===== src/rtl/rgst_seq_shifter.sv =====
// Parallel-load register that executes multi-bit shifts/rotates one bit per clock
// under a start/busy/done handshake; includes the SRT-2 skip-LSb left shift.
module rgst_seq_shifter #(
  parameter int WIDTH   = 9,
  parameter int SHAMT_W = 4
) (
  input  logic               clk,
  input  logic               reset,
  input  logic               start,
  input  logic [2:0]         op,
  input  logic [SHAMT_W-1:0] shamt,
  input  logic [WIDTH-1:0]   data_in,
  input  logic               serial_in,
  output logic [WIDTH-1:0]   data_out,
  output logic               shift_out,
  output logic               busy,
  output logic               done,
  output logic [SHAMT_W-1:0] count
);

  typedef enum logic [2:0] {
    OP_LOAD     = 3'b000,
    OP_LSL      = 3'b001,
    OP_LSR      = 3'b010,
    OP_ASR      = 3'b011,
    OP_ROL      = 3'b100,
    OP_ROR      = 3'b101,
    OP_LSL_SKIP = 3'b110,
    OP_NOP      = 3'b111
  } op_e;

  typedef enum logic {
    IDLE,
    SHIFT
  } state_e;

  state_e             state_q, state_d;
  op_e                op_q, op_d;
  logic [WIDTH-1:0]   data_q, data_d;
  logic               so_q, so_d;
  logic               done_q, done_d;
  logic [SHAMT_W-1:0] count_q, count_d;

  // One single-bit step of the latched operation; returns {shift_out, data}.
  function automatic logic [WIDTH:0] step(input op_e o, input logic [WIDTH-1:0] b,
                                          input logic si);
    logic [WIDTH:0] r;
    r = {1'b0, b};
    case (o)
      OP_LSL:      r = {b[WIDTH-1], b[WIDTH-2:0], si};
      OP_LSR:      r = {b[0], si, b[WIDTH-1:1]};
      OP_ASR:      r = {b[0], b[WIDTH-1], b[WIDTH-1:1]};
      OP_ROL:      r = {b[WIDTH-1], b[WIDTH-2:0], b[WIDTH-1]};
      OP_ROR:      r = {b[0], b[0], b[WIDTH-1:1]};
      // SRT-2: bit 1 takes serial_in instead of the old LSb.
      OP_LSL_SKIP: r = {b[WIDTH-1], b[WIDTH-2:1], si, si};
      default:     r = {1'b0, b};
    endcase
    return r;
  endfunction

  // NOTE: every next-state variable gets a default first so no latch is inferred.
  always_comb begin
    state_d = state_q;
    op_d    = op_q;
    data_d  = data_q;
    so_d    = so_q;
    count_d = count_q;
    done_d  = 1'b0;
    case (state_q)
      IDLE: begin
        if (start) begin
          case (op_e'(op))
            OP_LOAD: begin
              data_d = data_in;
              done_d = 1'b1;
            end
            OP_NOP: done_d = 1'b1;
            default: begin
              if (shamt == '0) begin
                done_d = 1'b1;
              end else begin
                op_d    = op_e'(op);
                count_d = shamt;
                state_d = SHIFT;
              end
            end
          endcase
        end
      end
      SHIFT: begin
        {so_d, data_d} = step(op_q, data_q, serial_in);
        count_d        = count_q - 1'b1;
        if (count_q == SHAMT_W'(1)) begin
          state_d = IDLE;
          done_d  = 1'b1;
        end
      end
      default: state_d = IDLE;
    endcase
  end

  // NOTE: state registers use non-blocking assignments; the comb block above uses blocking.
  always_ff @(posedge clk) begin
    if (reset) begin
      state_q <= IDLE;
      op_q    <= OP_NOP;
      data_q  <= '0;
      so_q    <= 1'b0;
      done_q  <= 1'b0;
      count_q <= '0;
    end else begin
      state_q <= state_d;
      op_q    <= op_d;
      data_q  <= data_d;
      so_q    <= so_d;
      done_q  <= done_d;
      count_q <= count_d;
    end
  end

  assign data_out  = data_q;
  assign shift_out = so_q;
  assign busy      = (state_q == SHIFT);
  assign done      = done_q;
  assign count     = count_q;

endmodule

===== config.mk =====
export PLATFORM = sky130hd
export DESIGN_NAME = rgst_seq_shifter
export DESIGN_NICKNAME = d
export VERILOG_FILES = /design/src/rtl/rgst_seq_shifter.sv
export SDC_FILE = /design/constraint.sdc
export NUM_CORES = 1
export LEC_CHECK = 0
export CORE_MARGIN = 2
export CORE_UTILIZATION = 35
export DETAILED_ROUTE_END_ITERATION = 6
export HOLD_SLACK_MARGIN = 0.15
export PLACE_DENSITY_LB_ADDON = 0.05
export SLEW_MARGIN = 30
export SYNTH_ARGS = -nofsm -noshare
export SYNTH_HDL_FRONTEND = slang
export SYNTH_SLANG_ARGS = --single-unit

===== constraint.sdc =====
create_clock -name clk -period 3.5 [get_ports clk]
set_input_delay 0.35 -clock clk [delete_from_list [all_inputs] [get_ports clk]]
set_output_delay 0.35 -clock clk [all_outputs]
set_load 0.005 [all_outputs]

* Word-level counts from Yosys, hierarchy flattened
Index checks and enable logic that the tools add are counted.
** Word-level totals
- Register bits after elaboration :: 19
- Output and inout port bits :: 16
- Input bits :: 20
- Word-level logic and storage cells :: 51
** Operators by class
- Bitwise operators :: 3
- Equality and inequality tests :: 15
- Add/sub/neg operators :: 1
- Multiplexer cells :: 18
- Reductions and logical operators :: 7
** Operators with widths (number)
- one-hot mux 10 bit (6 select lines) :: 1
- two-way mux 9 bit :: 2
- one-hot mux 9 bit (2 select lines) :: 1
- equality test 3 bit, second input constant :: 4
- two-way mux 4 bit :: 3
- two-way mux 1 bit :: 8
- inequality test 2 bit, second input constant :: 4
- one-hot mux 4 bit (2 select lines) :: 1
- AND reduction 4 bit :: 2
- inequality test 7 x 1 -> 1 bit, second input constant :: 1
- equality test 3 x 2 -> 1 bit, second input constant :: 2
- inequality test 6 x 1 -> 1 bit, second input constant :: 1
- AND reduction 3 bit :: 2
- equality test 4 x 1 -> 1 bit, second input constant :: 1
- zero test 4 bit :: 1
- one-hot mux 1 bit (2 select lines) :: 2
- subtractor 4 x 1 -> 4 bit, second input constant :: 1
- equality test 3 x 1 -> 1 bit, second input constant :: 1
- zero test 3 bit :: 1
- inverter 1 bit :: 3
- inequality test 2 x 1 -> 1 bit, second input constant :: 1
- OR reduction 2 bit :: 1

* Logic depth before layout (Yosys ltp)
Gate-level depths: netlist (run 1).
- Word-level depth :: 5
- Gate-level depth with buffers :: 6
- Gate-level depth less buffers :: 6

* Least setup slack after synthesis (run 1)
OpenSTA, ideal clock, no wires.
- Kind :: input port to flip-flop
- Start point :: input op[0]
- End point :: register op_q[0]
- Setup time :: 0.120 ns
- Setup slack :: 1.964 ns
- Arrival :: 1.417 ns
- Path buffers :: 1
- Stages :: 5
- Cell sequence :: or3_4 > and3_1 > clkbuf_1 > and3_1 > a211o_1
** On the way
- Longest elaborated chain between the ends :: 4
- Elaborated cells between the ends (all ways) :: 5
- Those cells by class :: 1 x eq/ne; 1 x bitwise; 3 x reduce/logical
** Ends and longest elaborated chain
- start, declared :: RTL line 10 : input logic [2:0] op,
- equality test 3 bit / zero test 3 bit (equally long branches) :: RTL line 73 : case (op_e'(op))
- OR reduction 2 bit (no line)
- inverter 1 bit (no line)
- AND reduction 4 bit (no line)
- end signal, assigned :: RTL line 114 : op_q <= op_d;
- end, declared :: RTL line 38 : op_e op_q, op_d;
Several ways; a longest one is shown, not always the timed one.
A chain may end at the register's enable or synchronous reset.

* Worst setup path in the final report (run 1)
- Start point :: register op_q[2]
- End point :: register data_q[0] (netlist: data_out[0])
** On the way
- Longest elaborated chain between the ends :: 3
- Elaborated cells between the ends (all ways) :: 10
- Those cells by class :: 7 x eq/ne; 2 x mux; 1 x reduce/logical
** Ends and longest elaborated chain
- equality test 3 bit, or another cell as far along :: RTL line 49 : case (o)
- one-hot mux 10 bit (6 select lines) / inequality test 7 x 1 -> 1 bit (equally long branches)
- one-hot mux 9 bit (2 select lines) / AND reduction 3 bit (equally long branches)
- end signal, assigned :: RTL line 115 : data_q <= data_d;
- end, declared :: RTL line 39 : logic [WIDTH-1:0] data_q, data_d;
Several ways; a longest one is shown, not always the timed one.

==> results of run 1 <==
[cells in the mapped netlist]
cell | instances | area [µm²]
a211o_1 | 3 | 26.3
a211oi_1 | 3 | 22.5
a21boi_0 | 1 | 7.51
a21oi_1 | 10 | 50.1
a221o_1 | 8 | 80.1
a221oi_1 | 2 | 17.5
a222oi_1 | 3 | 30.0
a2bb2oi_1 | 1 | 8.76
a311oi_1 | 3 | 26.3
a31o_2 | 1 | 8.76
a31oi_1 | 1 | 6.26
a41oi_1 | 1 | 8.76
and2_1 | 1 | 6.26
and3_1 | 4 | 25.0
and3b_1 | 2 | 17.5
buf_2 | 3 | 15.0
buf_6 | 2 | 22.5
clkbuf_1 | 3 | 11.3
clkbuf_2 | 1 | 5.00
dfxtp_1 | 19 | 380
ha_1 | 2 | 25.0
inv_1 | 4 | 15.0
mux2_2 | 3 | 33.8
mux2_4 | 1 | 15.0
mux2i_1 | 1 | 10.0
nand2_1 | 3 | 11.3
nand2b_1 | 2 | 12.5
nand3_1 | 5 | 25.0
nand4_1 | 1 | 6.26
nor2_1 | 9 | 33.8
nor2b_1 | 4 | 25.0
nor3_1 | 3 | 15.0
nor3_2 | 1 | 10.0
nor3b_1 | 1 | 7.51
nor3b_2 | 1 | 12.5
nor4b_1 | 1 | 8.76
o21ai_0 | 11 | 55.1
o21bai_1 | 1 | 7.51
o31ai_1 | 1 | 7.51
or3_4 | 1 | 11.3
or4_4 | 1 | 11.3
or4b_1 | 1 | 10.0
[metal layers]
layer / vias up / part of all wire (%) / track usage, %
li1: 578 / - / -
met1: 535 / 46 / 21.5
met2: 39 / 47 / 29.0
met3: 5 / 5.5 / 3.36
met4: 0 / 1.4 / 6.21
met5: - / 0 / 0
[critical path: cells and delay by family (launching register included)]
kind / cells / cell delay, ns
flip-flops: 1 / 0.70
AO/OA/AOI/OAI: 2 / 0.47
AND/OR/NAND/NOR: 2 / 0.64
[layout make-up]
| class | instances | share of cell area [%] |
|---|---|---|
| multi-input cells | 98 | 45.7 |
| flip-flops and latches | 19 | 25.0 |
| repair buffers | 35 | 23.0 |
| well taps | 44 | 3.62 |
| clock buffers | 4 | 1.73 |
| inverters | 4 | 0.986 |
[through the flow]
stage          worst slack (ns)  util (%)  total power, mW  std cells
6_report                   1.60      49.5            0.508        204
5_1_grt                    1.40      49.5            0.540        204
4_1_cts                    1.61      49.5            0.515        204
3_5_place_dp               1.38      48.6            0.397        200
3_3_place_gp               1.42      48.6            0.396        200
2_1_floorplan              1.96         -            0.335        130
[logic make-up (layout without fill, tap and decap cells)]
group / Yosys count / count (layout) / share of synthesized area, %
AO/OA/AOI/OAI: 50 / 50 / 31.7
adder cells (fa/ha/maj): 2 / 2 / 2.19
buffers and inverters: 13 / 43 / 6.01
flip-flops: 19 / 19 / 33.2
multiplexers: 5 / 5 / 5.14
AND/OR/NAND/NOR: 41 / 41 / 21.7
[state kept, by name, summed over array words and instances (netlist names)]
signal / flops
data_out: 9
done: 1
count: 4
shift_out: 1
op_q: 3
busy: 1
[final timing paths]
path	to	startpoint	cells after the start	slack (ns)
hold / removal	count[3]	count[3]	2	0.51
setup / recovery	data_out[0]	op_q[2]	4	1.60
setup reg to reg	data_out[0]	op_q[2]	4	1.60
hold reg to reg	count[3]	count[3]	2	0.51
[where the power goes]
| group | internal [mW] | switching, mW |
|---|---|---|
| Sequential | 0.232 | 0.0294 |
| Clock | 0.0446 | 0.0714 |
| Combinational | 0.0761 | 0.0548 |
==> results_dict.tcl, run 1 <==
set metrics [dict create \
    powerDensity_nw_per_um2 334 \
    cts_hold_buf 0 \
    finalHoldViolCount 0 \
    final_area_um2 1520 \
    detail-route-antenna-nets 0 \
    skew_ns 0.00597 \
    critPathMaxFanout 16 \
    crit_slowest_cell "dfxtp_1" \
    route.detailed.drc 0 \
    clk_latency_ns 0.31 \
    ctsLongestPathBuffers 2 \
    rsz0062_at_grt "false" \
    via_per_inst 5.67 \
    yosys_warnings 0 \
    final_cell_mix "35 x clkdlybuf4s50_1, 19 x dfxtp_1, 11 x o21ai_0, 10 x a21oi_1, 9 x nor2_1" \
    drv_cap 0 \
    io_buffers 35 \
    syn-num-nets 152 \
    coreArea_um2 3080 \
    max_freq_mhz 527 \
    wire_per_inst_um 14.6 \
    drv_slew 0 \
    ys_ff_latch 19 \
    hold_ws_ns 0.508 \
    yosys.cell_types.count 42 \
    multi_input_area_um2 696 \
    synth.avg_cell_area_um2 8.81 \
    area_growth_syn_to_layout_pct 33.0 \
    cp.arrival_ns 2.12 \
    ir_drop_uv 142 \
    die_w_um 61.2 \
    slowest_delay_ns 0.70 \
    drt_first_pass_iters 4 \
    drt_iter0_drc 56 \
    nets 183 \
    layout_commonest_cell "clkdlybuf4s50_1" \
    cts_setup_buffers 0 \
    grt_max_degree 17 \
    diodes 0 \
    leakagePower_nw 0.535 \
    fillerInstances 310 \
    antenna_found_initial 0 \
    cp-end-kind "flip-flop" \
    place_congestion 0.823 \
    cp_cell_sequence "nor2b_1, nand2_1, a31o_2, a211oi_1" \
    worstPathRequired_ns 3.73 \
    root_buffer "clkbuf_4" \
    hp-class "reg2reg" \
    period_needed_ns 1.90 \
    grt_overflow 0 \
    grt_pass1_wl_um 4770 \
    cts_tree "done" \
    setup-violations-final 0 \
    status "completed" \
    cts_made_buffers 3 \
    wl_um 2970 \
    h-tree-depth 1 \
    critPathKind "reg2reg" \
    fp.dieH_um 61.2 \
    worst-slew-pin-transition_ns 0.587 \
    clk_pin_slew_ns 0.11 \
    regArea_um2 380 \
    grt_usage_pct 17.1 \
    dieArea_um2 3740 \
    start_util_pct 37.2 \
    postSynthCellCount 130 \
    relSlewSlack_pct 60.8 \
    drive_gt1_share_pct 7.50 \
    place_area_um2 1500 \
    period_share_pct 54.3 \
    ys_seq_area_share_pct 33.2 \
    cts_resized 0 \
    critPathLaunchType "flip-flop" \
    num_vias 1157 \
    cts_sinks 19 \
    hpwl_um 2160 \
    top_level_ports 36 \
    rows 20 \
    syn_area_um2 1140 \
    fin_setup_tns_ns 0 \
    grt_pass1_vias 1058 \
]
Note: power is estimated with default switching activity, not from simulation.
==> run 2: changes to the inputs <==
clock period = 1.5 ns   (was 3.5 ns; I/O delays follow)
==> run 2 against run 1 <==
  * The run now ends with setup timing left
  * Via count increased by 9.9%
  * Clock skew decreased by 0.0047 ns
  * Total power increased to 2.6 times the previous value
  * Global-route usage increased by 2.6 points
  * Routed wire length increased by 13%
  * Non-clock buffer count increased by 26
  * Critical path type unchanged
  * Largest cell class unchanged
  * Highest routed layer unchanged
==> results_dict.tcl, run 2 (same netlist as run 1, synthesis figures left out) <==
set metrics [dict create \
    relSlewSlack_pct 75.9 \
    clkPwrFrac_pct 21.2 \
    ir_drop_uv 440 \
    period_needed_ns 1.51 \
    setup-violations-final 1 \
    critPathLaunchType "flip-flop" \
    rsz0062_at_grt "true" \
    fp.dieH_um 61.2 \
    cp.arrival_ns 1.72 \
    rows 20 \
    h-tree-depth 1 \
    wire_per_inst_um 14.6 \
    nets 209 \
    cp-end-kind "flip-flop" \
    finalHoldViolCount 0 \
    leakagePower_nw 0.684 \
    grt_usage_pct 19.7 \
    skew_ns 0.00123 \
    grt_pass1_wl_um 5400 \
    sw_frac_of_total_pct 31.1 \
    status "finished with violations" \
    cts_made_buffers 3 \
    via_per_inst 5.53 \
    drt_first_pass_iters 5 \
    p_switching_mw 0.410 \
    detail-route-antenna-nets 0 \
    largest_reg_flops 9 \
    p_total_mw 1.32 \
    layout_commonest_cell "clkdlybuf4s50_1" \
    cp_top_family "compound AO/OA/AOI/OAI gates" \
    drv_slew 0 \
    die_w_um 61.2 \
    critPathMaxFanout 6 \
    cts_sinks 19 \
    top_level_ports 36 \
    slowest_delay_ns 0.41 \
    grt_overflow 0 \
    route.detailed.drc 0 \
    hp-class "in2reg" \
    root_buffer "clkbuf_4" \
    cp_cell_sequence "buf_6, mux2_4, a222oi_1, nor2_1, a221o_1" \
    wl_um 3360 \
    cts_tree "done" \
    worstPathRequired_ns 1.71 \
    worst-slew-pin-transition_ns 0.361 \
    num_vias 1272 \
    powerDensity_nw_per_um2 726 \
    final_cell_mix "35 x clkdlybuf4s50_1, 23 x buf_4, 12 x dfxtp_1, 10 x a21oi_1" \
    path_buf_inv 1 \
    crit_slowest_cell "dfxtp_4" \
    ctsLongestPathBuffers 2 \
    clk_latency_ns 0.31 \
    p_comb_share_pct 33.3 \
    final.setup.worst_slack_ns -0.0100 \
    intPower_mw 0.909 \
    dieArea_um2 3740 \
    seqPwrFrac_pct 45.5 \
    max_freq_mhz 662 \
    drv_cap 0 \
    grt_max_degree 11 \
    area_growth_syn_to_layout_pct 58.8 \
    grt_pass1_vias 1234 \
    fin_setup_tns_ns -0.0100 \
    drive_gt1_share_pct 29.0 \
    antenna_found_initial 0 \
    place_congestion 0.845 \
    hpwl_um 2450 \
    violations "setup timing" \
    coreArea_um2 3080 \
    hold_ws_ns 0.441 \
    diodes 0 \
    period_share_pct 101 \
    start_util_pct 37.2 \
    fillerInstances 293 \
    critPathKind "reg2reg" \
    drt_iter0_drc 60 \
    io_buffers 35 \
    clk_pin_slew_ns 0.11 \
]
[run 2: cell count changes in the layout (fill, tap and decap cells not counted), sizes merged]
cell	delta
buf	+26
[run 2: path summary, 6_finish.rpt]
check / start / slack, ns / endpoint / cells past startpoint
setup reg to reg: op_q[2] / -0.01 / data_out[3] / 5
hold reg to reg: shift_out / 0.51 / shift_out / 2
hold / removal: data_in[6] / 0.44 / data_out[6] / 2
setup / recovery: op_q[2] / -0.01 / data_out[3] / 5
[run 2: final cells by class]
class,instances,area (µm²),share of cell area [%]
clock buffers,4,26.3,1.45
inverters,4,15.0,0.826
multi-input cells,98,771,42.4
flip-flops and latches,19,394,21.7
well taps,44,55.1,3.03
repair buffers,61,557,30.6
[run 2: power groups by stage]
| stage | sequential (mW) | combinational (mW) | clock [mW] |
|---|---|---|---|
| floorplan | 0.586 | 0.196 | 0 |
| global placement | 0.601 | 0.391 | 0 |
| detailed placement | 0.601 | 0.393 | 0 |
| CTS | 0.592 | 0.406 | 0.292 |
| global route | 0.610 | 0.477 | 0.319 |
| finish | 0.600 | 0.440 | 0.279 |
[run 2: metal layers]
layer  vias to the layer above  track usage (%)  part of all wire, %
li1                        621                -                    -
met1                       605             23.6                   43
met2                        40             33.3                   50
met3                         6             5.46                  4.9
met4                         0             8.07                  1.9
met5                         -                0                    0
[run 2: per-stage QoR]
stage | setup slack (ns) | util, % | cell area [µm²] | cells
after CTS | -0.0131 | 56.0 | 1720 | 228
after detailed placement | -0.338 | 54.2 | 1670 | 223
after floorplan | -0.00501 | - | 1140 | 130
after global placement | -0.336 | 54.2 | 1670 | 223
after global routing | -0.0835 | 59.1 | 1820 | 230
final | -0.0100 | 59.1 | 1820 | 230
[run 2: repair_timing]
action,CTS,global route
setup buffers,1,2
gates cloned,0,0
setup endpoints to repair,12,20
hold buffers,0,0
gates resized for setup,7,22
pin swaps,1,3
[run 2: worst reg2reg max path: cells and delay by family, from the launching register on]
kind	cells	cell delay [ns]
buffers and inverters	1	0.11
DFF	1	0.41
and+or+nand+nor	1	0.07
muxes	1	0.28
AOI/OAI and AO/OA	2	0.53
==> variant: new RTL, config.mk and constraints of run 1 <==
Take the reset off `data_q` and load it in a clocked block of its own.
--- a/src/rtl/rgst_seq_shifter.sv
+++ b/src/rtl/rgst_seq_shifter.sv
@@ -105,18 +105,20 @@
     if (reset) begin
       state_q <= IDLE;
       op_q    <= OP_NOP;
-      data_q  <= '0;
       so_q    <= 1'b0;
       done_q  <= 1'b0;
       count_q <= '0;
     end else begin
       state_q <= state_d;
       op_q    <= op_d;
-      data_q  <= data_d;
       so_q    <= so_d;
       done_q  <= done_d;
       count_q <= count_d;
     end
+  end
+
+  always_ff @(posedge clk) begin
+    data_q <= data_d;
   end
 
   assign data_out  = data_q;
Function: changed (a bounded check fails within 4 cycles, from zero or initial values and one cycle with reset high).
==> variant against run 1 <==
- power up 16%
- wire length increased by 10%
- largest cell class unchanged
- non-clock buffer count is 1 higher
- area after synthesis rose by 12%
- design area grew 9.1%
- sequential cell count unchanged
- first-iteration DRC count increased by 32%
- die area increased by 11%
- register-to-register slack got worse by 130 ps
- setup slack worse by 210 ps
- via count up 2.8%
- synthesized cell count is 0.77% higher
==> variant: results <==
[outcome]
status = finished, final reports clean

[yosys]
yosys.area_share.xor_xnor_pct = 1.37
syn_avg_cell_area_um2 = 9.77
synthMuxAreaShare_pct = 8.99
synth.net_count = 153
synth_edf_count = 9
yosys.area_share.adder_pct = 1.96
yosys-top-cells-area = edfxtp_1 (21%), dfxtp_1 (16%), mux2_2 (7.0%), a222oi_1 (5.5%), o41ai_1 (3.4%)
yosys.area.top_type = edfxtp_1
ys_seq_area_share_pct = 36.8

[layout]
drive_gt1_share_pct = 9.94
nets = 184

[timing]
fin_skew_ps = 9.66

[global_route]
use_met3_pct = 2.43
use_met2_pct = 28.5
grt_usage_pct = 16.2
grt_max_degree = 24

[route]
initialDrtViolationCount = 74
post_drt_wl_per_cell_um = 15.9
firstDrtPassIters = 5

[setup_path]
cpPeakStageDelay_ps = 820
arrival_ps = 1760

[power]
vdd_drop_max_uv = 130
leakage_nw = 0.589

[placed_design]
dp.cells = 203
dpl.hpwl_um = 2350
gp_congestion = 0.820
[variant: cell count changes in the layout (fill, tap and decap cells not counted), sizes merged, moves of 4 or more]
cell and change:
dfxtp -9, mux2 +5, nand3 -4, a31oi +5
a221o -7, o21ai -9, o41ai +5, a222oi +4
edfxtp +9, a21oi -4
[variant: metrics by stage]
step | utilization (%) | setup WS (ps) | instance area [um^2] | total power, W | hold slack, ps
floorplan | - | 1670 | 1280 | 0.000403 | 415
detailed placement | 47.8 | 1450 | 1630 | 0.000482 | 515
global route | 48.6 | 1290 | 1660 | 0.000629 | 590
CTS | 48.6 | 1360 | 1660 | 0.000598 | 544
finish | 48.6 | 1390 | 1660 | 0.000591 | 534
global placement | 47.8 | 1500 | 1630 | 0.000478 | 491
[variant: final timing paths]
path | start | end | slack [ps] | cells past startpoint
max | busy | busy | 1390 | 1
min | shift_out | shift_out | 530 | 2
max reg2reg | op_q[2] | shift_out | 1470 | 3
min reg2reg | shift_out | shift_out | 530 | 2
[variant: routing by layer]
layer,part of all wire [%],up-vias
li1,-,595
met1,46,550
met2,48,42
met3,5.1,2
met4,0.61,0
met5,0,-
[variant: power breakdown]
part	leakage (nW)	switching, W	internal (W)
clock network	0.0177	0.0000706	0.0000425
logic	0.405	0.0000708	0.000107
registers	0.166	0.0000412	0.000258
total	0.589	0.000183	0.000408
[variant: worst min-delay path, delay by kind of cell, from the launching register on]
kind	cells	cell delay [ps]
flip-flops	1	330
AND/OR/NAND/NOR	1	110
AO/OA/AOI/OAI	1	60
[variant: area by class of cell]
type                            instances  area (um^2)
Fill cell                             341         1750
Timing Repair Buffer                   36          358
Tap cell                               46         57.6
Multi-Input combinational cell         95          722
Sequential cell                        19          470
Clock inverter                          1         5.00
Clock buffer                            3         22.5
Inverter                                7         26.3
